==> src/rtl/xrv1_rf_scb.sv <==
// rtl/xrv1_rf_scb.sv - register file with init sweep and busy scoreboard
// Optional macro XRV1_RF_BYPASS_EN: same-cycle write-to-read data bypass.
module xrv1_rf_scb #(
  parameter int DATA_WIDTH_P    = 32,
  parameter int RF_ADDR_WIDTH_P = 5,
  parameter int NUM_RD_P        = 2,
  parameter int NUM_WR_P        = 2
) (
  input  logic                                 clk_i,
  input  logic                                 rst_ni,
  output logic                                 ready_o,
  input  logic [NUM_RD_P*RF_ADDR_WIDTH_P-1:0]  rs_addr_i,
  output logic [NUM_RD_P*DATA_WIDTH_P-1:0]     rs_data_o,
  output logic [NUM_RD_P-1:0]                  rs_busy_o,
  input  logic [NUM_WR_P-1:0]                  rd_w_en_i,
  input  logic [NUM_WR_P*RF_ADDR_WIDTH_P-1:0]  rd_addr_i,
  input  logic [NUM_WR_P*DATA_WIDTH_P-1:0]     rd_data_i,
  input  logic                                 rsv_en_i,
  input  logic [RF_ADDR_WIDTH_P-1:0]           rsv_addr_i
);

  localparam int RF_SIZE = 1 << RF_ADDR_WIDTH_P;
  localparam logic [RF_ADDR_WIDTH_P-1:0] LAST_ENTRY = RF_ADDR_WIDTH_P'(RF_SIZE - 1);

  typedef enum logic {
    ST_INIT  = 1'b0,
    ST_READY = 1'b1
  } state_e;

  state_e                     state_q;
  state_e                     state_d;
  logic [RF_ADDR_WIDTH_P-1:0] cnt_q;
  logic [RF_SIZE-1:0]         busy_q;
  logic [DATA_WIDTH_P-1:0]    mem_q [RF_SIZE];

  logic [RF_ADDR_WIDTH_P-1:0] rd_ra;
  logic [DATA_WIDTH_P-1:0]    rd_val;

  // State register; reset always restarts the clearing sweep
  always_ff @(posedge clk_i or negedge rst_ni) begin
    if (!rst_ni) begin
      state_q <= ST_INIT;
    end else begin
      state_q <= state_d;
    end
  end

  // Next state: leave INIT once the last entry has been cleared
  always_comb begin
    state_d = state_q;
    if (state_q == ST_INIT && cnt_q == LAST_ENTRY) begin
      state_d = ST_READY;
    end
  end

  // Output decode
  always_comb begin
    ready_o = (state_q == ST_READY);
  end

  // Sweep counter, advances one entry per INIT cycle and wraps back to 0
  always_ff @(posedge clk_i or negedge rst_ni) begin
    if (!rst_ni) begin
      cnt_q <= '0;
    end else if (state_q == ST_INIT) begin
      cnt_q <= cnt_q + RF_ADDR_WIDTH_P'(1);
    end
  end

  // Storage: cleared by the sweep, then written with higher ports overriding lower
  always_ff @(posedge clk_i) begin
    if (state_q == ST_INIT) begin
      mem_q[cnt_q] <= '0;
    end else begin
      for (int k = 0; k < NUM_WR_P; k++) begin
        if (rd_w_en_i[k] && rd_addr_i[k*RF_ADDR_WIDTH_P +: RF_ADDR_WIDTH_P] != '0) begin
          mem_q[rd_addr_i[k*RF_ADDR_WIDTH_P +: RF_ADDR_WIDTH_P]] <=
            rd_data_i[k*DATA_WIDTH_P +: DATA_WIDTH_P];
        end
      end
    end
  end

  // Scoreboard: writes retire a producer, a reserve installs one and takes precedence
  always_ff @(posedge clk_i or negedge rst_ni) begin
    if (!rst_ni) begin
      busy_q <= '0;
    end else if (state_q == ST_READY) begin
      for (int k = 0; k < NUM_WR_P; k++) begin
        if (rd_w_en_i[k]) begin
          busy_q[rd_addr_i[k*RF_ADDR_WIDTH_P +: RF_ADDR_WIDTH_P]] <= 1'b0;
        end
      end
      if (rsv_en_i && rsv_addr_i != '0) begin
        busy_q[rsv_addr_i] <= 1'b1;
      end
    end
  end

  // Combinational read ports; address 0 and the INIT phase read as zero and not busy
  always_comb begin
    rs_data_o = '0;
    rs_busy_o = '0;
    rd_ra     = '0;
    rd_val    = '0;
    for (int k = 0; k < NUM_RD_P; k++) begin
      rd_ra  = rs_addr_i[k*RF_ADDR_WIDTH_P +: RF_ADDR_WIDTH_P];
      rd_val = '0;
      if (state_q == ST_READY && rd_ra != '0) begin
        rd_val = mem_q[rd_ra];
`ifdef XRV1_RF_BYPASS_EN
        for (int j = 0; j < NUM_WR_P; j++) begin
          if (rd_w_en_i[j] && rd_addr_i[j*RF_ADDR_WIDTH_P +: RF_ADDR_WIDTH_P] == rd_ra) begin
            rd_val = rd_data_i[j*DATA_WIDTH_P +: DATA_WIDTH_P];
          end
        end
`endif
        rs_busy_o[k] = busy_q[rd_ra];
      end
      rs_data_o[k*DATA_WIDTH_P +: DATA_WIDTH_P] = rd_val;
    end
  end

endmodule

==> config.mk <==
export PLATFORM = sky130hd
export DESIGN_NAME = xrv1_rf_scb
export DESIGN_NICKNAME = d
export VERILOG_FILES = /design/src/rtl/xrv1_rf_scb.sv
export SDC_FILE = /design/constraint.sdc
export NUM_CORES = 2
export LEC_CHECK = 0
export BUFFER_PORTS_ARGS = -buffer_cell sky130_fd_sc_hd__buf_2
export CAP_MARGIN = 20
export CORE_ASPECT_RATIO = 0.9
export CORE_MARGIN = 2
export CORE_UTILIZATION = 25
export CTS_CLUSTER_SIZE = 10
export DETAILED_ROUTE_END_ITERATION = 8
export GPL_TIMING_DRIVEN = 0
export PLACE_DENSITY_LB_ADDON = 0.1
export SLEW_MARGIN = 20
export SYNTH_ARGS = -nofsm -noshare
export SYNTH_HDL_FRONTEND = slang
export SYNTH_SLANG_ARGS = --single-unit
==> constraint.sdc <==
create_clock -name clk_i -period 4.19 [get_ports clk_i]
set_clock_uncertainty 0.2 [all_clocks]
set_input_delay 0.838 -clock clk_i [delete_from_list [all_inputs] [get_ports clk_i]]
set_output_delay 0.838 -clock clk_i [all_outputs]
set_load 0.02 [all_outputs]
==> run summary <==
PortBufs = 151
CTS Sinks = 1062
syn nets = 5324
Setup TNS = -1.43 ns
worst-margin pin slew = 1.34 ns
Die Area = 251000 um^2
Layout area overhead = 23.4%
CTS H-Tree Depth = 4
initial antenna violation count = 38
Starting Density = 25.1%
core area = 246000 um^2
reg2reg end = mem_q[4][18]
multi-input logic area = 28000 um^2
CTS tree = done
vias per cell = 6.07
total iterations of the first detailed-routing run = 7
Worst-Skew Late Latency = 0.81 ns
fin crit period = 4.40 ns
Finished Cell Area = 76300 um^2
Power Internal = 19400 uW
Yosys reg bits = 1062
Setup crit start kind = primary input
area of placed instances = 70000 um^2
Post-synth ARST share = 3.58%
Cells after DPL = 8739
max_cap viols = 0
final hold violation count = 0
R2R depth = 8
routed len/inst = 46.0 um
CP delay by family, top = buffers and inverters
first-pass GRT wire length = 524 mm
post-DP HPWL = 298 mm
CP max stage cell = clkbuf_4
number of placement rows = 173
number of enable flip-flop cells after synthesis = 1024
Routed Antenna Nets = 0
via count = 54.8k
CP peak stage delay = 0.53 ns
Setup crit end kind = primary output
sequential share of the synthesized area = 51.3%
Syn Area/Cell = 11.8 um^2
layout cells sized above 1 = 27.9%
status = finished with violations
switching power = 8140 uW
chip height = 476 um
CTS Root Cell = clkbuf_16
Critical Path Fanout Max = 10
failing checks = negative setup slack
Iter 0 DRT Violations = 9559
clock power share = 41.8%
RSZ-0062 raised after global routing = true
post-synth cell types = 73
Worst EP required = 3.15 ns
GPL Wtd Cong = 0.965
final std cells w/o fill = 9033
I/O Pins = 161
fmax = 227 MHz
Fin Hold WS = 0.160 ns
VDD IR-drop max = 0.000407 V
final worst slack = -0.212 ns
Clock transition at path regs = 0.06 ns
pin count of the biggest net entering global routing = 39
clock tree buffer depth = 3
power density over the cells = 361 nW/um^2
filler instances = 25.0k
Setup CP Type = primary input to primary output
CP Depth = 8
Final Net Count = 5780
die width = 528 um
dominant synthesized flop cell = edfxtp_1
origin of the critical flop-to-flop path = ready_o
fin. max-slew vios = 0
combinational power share = 15.2%
final wirelength = 415 mm
Worst Hold End = mem_q[4][15]
TritonCTS buffer count = 137
worst min path class = primary input to flop
Leak Pwr = 0.0280 uW
final cycle utilization of the critical path = 105%
hold path depth = 2
storage element area = 31700 um^2
Final Setup Violations = 21
Netlist Area Pre-Place = 61800 um^2
crit path cell chain = buf_2 -> nor2b_1 -> clkbuf_1 -> clkbuf_4 -> a22oi_1 -> a31oi_2 -> nand4_1 -> buf_6
Ys Warns = 0
Cells after Synth = 5228
Arr. time, crit path = 3.36 ns
Seq pwr share = 43.0%
GR Util All Layers = 32.2%
DRC = 0
CP Buf/Inv Count = 4
gr ovfl total = 0
r2r setup slk = 0.32 ns
relative slew slack = 10.3%
hold path start = rd_data_i[47]
Final Power = 27500 uW
vias in the first global route = 51.0k
switch share = 29.6%
## kinds of logic after synthesis
family / share of synthesized area [%]
flip-flops: 51.3
XOR/XNOR: 0.0425
multiplexers: 23.6
adder cells (fa/ha/maj): 0.0405
AND/OR/NAND/NOR: 9.18
buffers and inverters: 4.66
AO/OA/AOI/OAI: 11.2
## worst max path at each step
stage | from | to | slack, ns
floorplan | rd_addr_i[2] | mem_q[20][0] | -0.74
global placement | rd_addr_i[2] | mem_q[20][18] | -7.97
detailed placement | rs_addr_i[0] | rs_data_o[11] | -1.36
CTS | ready_o | rs_data_o[45] | -0.10
global route | ready_o | rs_data_o[47] | -0.07
finish | rs_addr_i[7] | rs_data_o[45] | -0.21
## registers in the layout, indices dropped and copies added (netlist names)
| signal | flops |
|---|---|
| cnt_q | 5 |
| busy_q | 32 |
| mem_q | 1024 |
| ready_o | 1 |
## layer usage
metal	vias up	wire length (um)	track usage, %	part of all wire [%]
met5	-	19	0	0.0046
met4	4	24700	16.7	6.0
met3	916	49900	10.3	12
met2	4276	174000	47.1	42
met1	28700	166000	42.3	40
li1	20900	-	-	-
## cell usage in the layout (no fill, tap or decap), types with 25 or more instances in the layout
cell and n:
edfxtp_1 1024, nand2_1 867, o21ai_0 702, mux2i_1 542, mux2_2 291, mux4_2 260, buf_2 245, a22oi_1 233
clkbuf_1 212, clkbuf_16 149, nand3_1 125, buf_4 98, buf_6 93, a21oi_1 91, buf_16 73, clkbuf_2 72
nand4_1 68, buf_12 57, and3_1 39, dfrtp_1 38, buf_8 35, clkinv_1 32, inv_2 28, a22o_1 27
clkbuf_4 26, diode_2 25
## layout make-up
type                            instances  share of cell area (%)
Tap cell                             3237                    5.31
Multi-Input combinational cell       3544                    36.7
Sequential cell                      1062                    41.5
Timing Repair Buffer                  325                    5.43
Buffer                                577                    5.43
Antenna cell                           25                  0.0820
Clock inverter                         44                   0.313
Clock buffer                          182                    4.98
Inverter                               37                   0.198
## worst reg2reg max path: stages, from the launching register on
cell and delay, ns:
dfrtp_1 0.37, buf_6 0.15, nand2_1 0.16, a21oi_4 0.64, buf_4 0.58, o211ai_4 0.36
o21ai_4 0.63, buf_16 0.25, buf_16 0.20
## power by group through the flow
stage	combinational (uW)	sequential, uW	clock (uW)
after floorplan	1830	12000	0
after global placement	3610	12100	0
after detailed placement	3800	12000	0
after CTS	3980	11800	11500
after global routing	4220	11800	11900
final	4190	11800	11500
## cells in the mapped netlist, types with 27 or more instances
library cell / n / area share, %
edfxtp_1: 1024 / 50
nand2_1: 868 / 5.3
o21ai_0: 720 / 5.8
mux2i_1: 543 / 8.8
mux2_2: 291 / 5.3
clkbuf_1: 290 / 1.8
mux4_2: 260 / 9.5
a22oi_1: 234 / 2.8
buf_2: 217 / 1.8
nand3_1: 136 / 1.1
a21oi_1: 102 / 0.83
nand4_1: 68 / 0.69
and3_1: 40 / 0.40
dfrtp_1: 38 / 1.5
buf_4: 32 / 0.39
a22o_1: 30 / 0.43
a31oi_1: 29 / 0.29
inv_2: 29 / 0.18
clkbuf_2: 27 / 0.22
## repair_timing
item | CTS | global route
hold buffers | 1 | 0
endpoints found under the hold margin | 38 | 0
pin swaps | 24 | 18
buffers inserted | 31 | 19
gates cloned | 0 | 0
setup endpoints to repair | 236 | 36
gates resized for setup | 405 | 103
## through the flow
stage	utilization (%)	worst slack, ns
final	31.0	-0.212
after global routing	31.0	-0.0655
after CTS	30.7	-0.104
after detailed placement	28.4	-1.36
after global placement	27.1	-7.97
after floorplan	-	-0.739
Power figures use the tool's default switching activity.
